$ cat config.mk
export PLATFORM = sky130hd
export DESIGN_NAME = mainfsm_flat
export DESIGN_NICKNAME = d
export VERILOG_FILES = /design/src/rtl/mainfsm_if.sv /design/src/rtl/mainfsm.sv /design/src/flat_wrapper.sv
export SDC_FILE = /design/constraint.sdc
export NUM_CORES = 1
export LEC_CHECK = 0
export ABC_AREA = 1
export ABC_CLOCK_PERIOD_IN_PS = 1500
export CAP_MARGIN = 25
export CORE_UTILIZATION = 23
export DETAILED_ROUTE_END_ITERATION = 8
export GPL_TIMING_DRIVEN = 0
export MAX_ROUTING_LAYER = met4
export PLACE_DENSITY_LB_ADDON = 0.15
export SLEW_MARGIN = 20
export SYNTH_ARGS = -nofsm -noshare
export SYNTH_HDL_FRONTEND = slang
export SYNTH_SLANG_ARGS = --single-unit
$ cat constraint.sdc
create_clock -name clk -period 1.5 [get_ports clk]
set_input_delay 0.225 -clock clk [delete_from_list [all_inputs] [get_ports clk]]
set_output_delay 0.225 -clock clk [all_outputs]
set_load 0.05 [all_outputs]
$ cat src/rtl/mainfsm_if.sv
// mainfsm_if: controller bus between the main FSM and the datapath; LinkW only with MAINFSM_BL_EN
interface mainfsm_if;
   logic [1:0] Op;
   logic [5:0] Funct;
   logic       IRWrite;
   logic       AdrSrc;
   logic       ALUSrcA;
   logic [1:0] ALUSrcB;
   logic [1:0] ResultSrc;
   logic       NextPC;
   logic       RegW;
   logic       MemW;
   logic       Branch;
   logic       ALUOp;
`ifdef MAINFSM_BL_EN
   logic       LinkW;
   modport master (input Op, Funct,
                   output IRWrite, AdrSrc, ALUSrcA, ALUSrcB, ResultSrc, NextPC, RegW, MemW, Branch, ALUOp, LinkW);
   modport slave (output Op, Funct,
                  input IRWrite, AdrSrc, ALUSrcA, ALUSrcB, ResultSrc, NextPC, RegW, MemW, Branch, ALUOp, LinkW);
`else
   modport master (input Op, Funct,
                   output IRWrite, AdrSrc, ALUSrcA, ALUSrcB, ResultSrc, NextPC, RegW, MemW, Branch, ALUOp);
   modport slave (output Op, Funct,
                  input IRWrite, AdrSrc, ALUSrcA, ALUSrcB, ResultSrc, NextPC, RegW, MemW, Branch, ALUOp);
`endif
endinterface

$ cat src/rtl/mainfsm.sv
// mainfsm: Moore main control FSM of the multicycle ARM controller; BRANCHLINK state with MAINFSM_BL_EN
module mainfsm #(
   parameter int STATE_W = 4
) (
   input  logic     clk,
   input  logic     reset,
   mainfsm_if.master bus
);
   localparam logic [STATE_W-1:0] S_FETCH  = STATE_W'(0);
   localparam logic [STATE_W-1:0] S_DECODE = STATE_W'(1);
   localparam logic [STATE_W-1:0] S_MEMADR = STATE_W'(2);
   localparam logic [STATE_W-1:0] S_MEMRD  = STATE_W'(3);
   localparam logic [STATE_W-1:0] S_MEMWB  = STATE_W'(4);
   localparam logic [STATE_W-1:0] S_MEMWR  = STATE_W'(5);
   localparam logic [STATE_W-1:0] S_EXR    = STATE_W'(6);
   localparam logic [STATE_W-1:0] S_EXI    = STATE_W'(7);
   localparam logic [STATE_W-1:0] S_ALUWB  = STATE_W'(8);
   localparam logic [STATE_W-1:0] S_BRANCH = STATE_W'(9);
   logic [STATE_W-1:0] r_state, w_next, w_br;
   logic w_fetch, w_decode, w_memadr, w_memrd, w_memwb, w_memwr, w_exr, w_exi, w_aluwb, w_branch, w_bl, w_br_any;
   always_ff @(posedge clk)
      r_state <= reset ? S_FETCH : w_next;
`ifdef MAINFSM_BL_EN
   localparam logic [STATE_W-1:0] S_BL = STATE_W'(10);
   assign w_br = bus.Funct[4] ? S_BL : S_BRANCH;
   assign w_bl = (r_state == S_BL);
   assign bus.LinkW = w_bl;
`else
   assign w_br = S_BRANCH;
   assign w_bl = 1'b0;
`endif
   always_comb begin
      w_next = S_FETCH;
      case (r_state)
         S_FETCH:      w_next = S_DECODE;
         S_DECODE:     w_next = (bus.Op == 2'b00) ? (bus.Funct[5] ? S_EXI : S_EXR) :
                                (bus.Op == 2'b01) ? S_MEMADR :
                                (bus.Op == 2'b10) ? w_br : S_FETCH;
         S_MEMADR:     w_next = bus.Funct[0] ? S_MEMRD : S_MEMWR;
         S_MEMRD:      w_next = S_MEMWB;
         S_EXR, S_EXI: w_next = S_ALUWB;
         default:      w_next = S_FETCH;
      endcase
   end
   // unused encodings match no decode below, so every output drops to 0
   assign w_fetch  = (r_state == S_FETCH);
   assign w_decode = (r_state == S_DECODE);
   assign w_memadr = (r_state == S_MEMADR);
   assign w_memrd  = (r_state == S_MEMRD);
   assign w_memwb  = (r_state == S_MEMWB);
   assign w_memwr  = (r_state == S_MEMWR);
   assign w_exr    = (r_state == S_EXR);
   assign w_exi    = (r_state == S_EXI);
   assign w_aluwb  = (r_state == S_ALUWB);
   assign w_branch = (r_state == S_BRANCH);
   assign w_br_any = w_branch | w_bl;
   assign bus.IRWrite   = w_fetch;
   assign bus.NextPC    = w_fetch;
   assign bus.AdrSrc    = w_memrd | w_memwr;
   assign bus.ALUSrcA   = w_fetch | w_decode;
   assign bus.ALUSrcB   = {w_fetch | w_decode, w_memadr | w_exi | w_br_any};
   assign bus.ResultSrc = {w_fetch | w_decode | w_br_any, w_memwb};
   assign bus.RegW      = w_memwb | w_aluwb | w_bl;
   assign bus.MemW      = w_memwr;
   assign bus.Branch    = w_br_any;
   assign bus.ALUOp     = w_exr | w_exi;
endmodule

$ cat src/flat_wrapper.sv
// flat-port wrapper written by rule: the top's interface ports become plain ports
module mainfsm_flat 
#(
   parameter int STATE_W = 4
)
  (clk, reset, bus_Op, bus_Funct, bus_IRWrite, bus_AdrSrc, bus_ALUSrcA, bus_ALUSrcB, bus_ResultSrc, bus_NextPC, bus_RegW, bus_MemW, bus_Branch, bus_ALUOp);
  mainfsm_if bus_i ();
  input  logic clk;
  input  logic reset;
  input wire logic [$bits(bus_i.Op)-1:0] bus_Op;
  input wire logic [$bits(bus_i.Funct)-1:0] bus_Funct;
  output wire logic [$bits(bus_i.IRWrite)-1:0] bus_IRWrite;
  output wire logic [$bits(bus_i.AdrSrc)-1:0] bus_AdrSrc;
  output wire logic [$bits(bus_i.ALUSrcA)-1:0] bus_ALUSrcA;
  output wire logic [$bits(bus_i.ALUSrcB)-1:0] bus_ALUSrcB;
  output wire logic [$bits(bus_i.ResultSrc)-1:0] bus_ResultSrc;
  output wire logic [$bits(bus_i.NextPC)-1:0] bus_NextPC;
  output wire logic [$bits(bus_i.RegW)-1:0] bus_RegW;
  output wire logic [$bits(bus_i.MemW)-1:0] bus_MemW;
  output wire logic [$bits(bus_i.Branch)-1:0] bus_Branch;
  output wire logic [$bits(bus_i.ALUOp)-1:0] bus_ALUOp;
  assign bus_i.Op = bus_Op;
  assign bus_i.Funct = bus_Funct;
  assign bus_IRWrite = bus_i.IRWrite;
  assign bus_AdrSrc = bus_i.AdrSrc;
  assign bus_ALUSrcA = bus_i.ALUSrcA;
  assign bus_ALUSrcB = bus_i.ALUSrcB;
  assign bus_ResultSrc = bus_i.ResultSrc;
  assign bus_NextPC = bus_i.NextPC;
  assign bus_RegW = bus_i.RegW;
  assign bus_MemW = bus_i.MemW;
  assign bus_Branch = bus_i.Branch;
  assign bus_ALUOp = bus_i.ALUOp;
  mainfsm #(.STATE_W(STATE_W)) u_core (.clk(clk), .reset(reset), .bus(bus_i));
endmodule
==> results.json <==
{
  "min_path_cells": 3,
  "syn_to_final_growth_pct": 65.5,
  "die_h_um": 39.7,
  "path_class": "register to primary output",
  "synth-seq-cells": 4,
  "cp_slowest_cell": "dfxtp_1",
  "power_switching_mw": 0.213,
  "grt_usage_pct": 11.5,
  "synth_edf_count": 0,
  "hold_violations": 0,
  "synth-async-reset-ratio_pct": 0,
  "syn_area_per_cell_sq_um": 6.40,
  "path_clk_slew_ns": 0.04,
  "rows": 13,
  "max_slew_margin_pct": 83.5,
  "clock_sinks": 4,
  "critPathLaunchType": "register",
  "synth_nets": 61,
  "ir_worst_vdd_mv": 0.463,
  "cap_violations": 0,
  "synth.area.top_cells": "dfxtp_1, nand2_1, nor2_1, buf_4, inv_1",
  "largest-register": "u_core.r_state",
  "period_needed_ns": 1.45,
  "dieArea_sq_um": 1570,
  "yosys.area_share.adder_pct": 0,
  "num_vias": 375,
  "status": "complete, no violations",
  "r2r_slack_ns": 0.55,
  "tightestPinTransition_ns": 0.249,
  "first_pass_iters": 3,
  "clock_latency_ns": 0.23,
  "timing.final.ws_setup_ns": 0.0492,
  "p_sw_share_pct": 42.6,
  "maxSlewViolCount": 0,
  "worstSetupEndpointType": "primary output",
  "grt_max_degree": 10,
  "yosys_warnings": 0,
  "synth.area.mux_share_pct": 0,
  "yosysMostFrequentCell": "nand2_1",
  "boundaryPins": 22,
  "synth_xor_area_share_pct": 0,
  "core-area_sq_um": 1320,
  "grt_remaining_overflow": 0,
  "wl_per_cell_um": 7.92,
  "drt-initial-drc-count": 4,
  "crit_chain": "buf_6, buf_4, nor2_2, buf_4, buf_4",
  "finClkSkew_ns": 0.000502,
  "grt_pass1_vias": 291,
  "r2r-start": "u_core.r_state[1]",
  "setup_viol": 0,
  "clockBufferDepth": 2,
  "numCtsBuffers": 3,
  "ctsHoldBuffers": 0,
  "internal-power_mw": 0.287,
  "synth_area_sq_um": 327,
  "holdCritPathClass": "register to register",
  "postSynthCellCount": 51,
  "ys.flop_type": "dfxtp_1",
  "fin_crit_sh_pct": 96.7,
  "fillCellCount": 147,
  "yosysSeqAreaShare_pct": 24.5,
  "leakagePower_nw": 0.275,
  "synth_cell_type_count": 18,
  "netlist.area_leader.share_pct": 24.5,
  "gp_congestion": 0.679,
  "initial_utilization_pct": 24.8,
  "antenna_left": 0,
  "r2r-end": "u_core.r_state[0]",
  "dpl_cell_area_sq_um": 529,
  "final_area_sq_um": 541,
  "yosys.area_share.simple_pct": 37.9,
  "p_total_mw": 0.500,
  "crit_fanout": 8,
  "ys_top_cells_by_count": "nand2_1, nor2_1, inv_1",
  "path_common_cell": "buf_4",
  "preCtsSetupSlack_ns": -0.347,
  "whs_endpoint": "u_core.r_state[0]",
  "drt-total-wl_um": 705,
  "synth-compound-area-share_pct": 15.3,
  "cpPeakStageDelay_ns": 0.30,
  "fmax_ghz": 0.689,
  "fin_util_pct": 41.0,
  "antenna_found_initial": 0,
  "synth_top_family_by_area": "simple AND/OR/NAND/NOR gates",
  "cts_tree": "yes",
  "top_regs": "u_core.r_state x4",
  "grt_first_pass_wirelength_um": 1150,
  "cellPowerDensity_nw_per_um2": 924,
  "reg2regPathDepth": 5,
  "critPathArrivalTime_ns": 1.23,
  "whs_ns": 0.577,
  "nets": 86,
  "pwr-share-seq_pct": 24.8,
  "diodes": 0,
  "min_from": "u_core.r_state[3]",
  "required_ns": 1.27,
  "dp_cells": 83,
  "pwr-share-clk_pct": 26.6,
  "viasPerCell": 4.21,
  "p_comb_share_pct": 48.5,
  "port_buffers": 17,
  "fin_setup_tns_ns": 0,
  "drive_above_1_share_pct": 52.7,
  "cts-root-buf": "clkbuf_4",
  "largest_reg_flops": 4,
  "dieWidth_um": 39.7,
  "drc": 0,
  "dp_hpwl_um": 569,
  "final_cells": 89,
  "cts_max_level": 1,
  "yosysTopAreaCell": "dfxtp_1"
}
==> metal layers <==
metal	routed length, um	track usage (%)	vias up
met5	0	-	-
li1	-	-	206
met2	357	17.2	12
met3	55	6.82	0
met1	291	14.1	157
met4	0	0	0
==> critical path, delay by kind of cell, from the launching register on <==
kind	cells	cell delay (ns)
buffers and inverters	4	0.56
DFF	1	0.30
and+or+nand+nor	1	0.14
==> cells in the final DEF, fill, tap and decap left out <==
cell             count
buf_4                9
nand2_1              7
buf_2                6
inv_1                5
nor2_1               5
clkbuf_4             5
clkdlybuf4s50_1      5
nand2_2              4
inv_2                3
nor2_2               3
nand3_1              3
a21oi_1              3
buf_6                2
nor2_4               2
nand4_1              2
a21oi_2              2
dfxtp_2              2
dfxtp_1              2
clkinv_4             1
a31o_1               1
o21ai_1              1
o211ai_1             1
==> power groups by stage <==
stage,sequential [mW],combinational (mW),clock (mW)
floorplan,0.122,0.179,0
global placement,0.124,0.254,0
detailed placement,0.124,0.253,0
CTS,0.123,0.235,0.136
global route,0.125,0.260,0.147
finish,0.124,0.243,0.133
==> timing repair <==
item / in CTS / in global routing
endpoints found under the setup margin: 12 / 9
setup buffers: 0 / 3
gates resized for setup: 62 / 11
==> logic make-up after synthesis <==
group | after synthesis
and+or+nand+nor | 26
AOI/OAI and AO/OA | 8
DFF | 4
buffers and inverters | 13
==> worst max-delay path by stage <==
stage / start / to / slack, ns
floorplan: u_core.r_state[1] / bus_AdrSrc / -0.17
global placement: u_core.r_state[0] / bus_ResultSrc[0] / -0.36
detailed placement: u_core.r_state[0] / bus_ResultSrc[0] / -0.35
CTS: u_core.r_state[1] / bus_Branch / 0.004
global route: u_core.r_state[2] / bus_ALUSrcB[0] / -0.03
finish: u_core.r_state[1] / bus_ALUSrcB[1] / 0.05
==> final cells by class <==
class	count	area, sq um	area share, %
timing repair buffer	20	151	28.0
clock buffer	3	22.5	4.17
tap	15	18.8	3.47
sequential	4	82.6	15.3
inverter	9	38.8	7.18
buffer	4	33.8	6.25
multi-input combinational	34	193	35.6
Power figures use the tool's default switching activity.
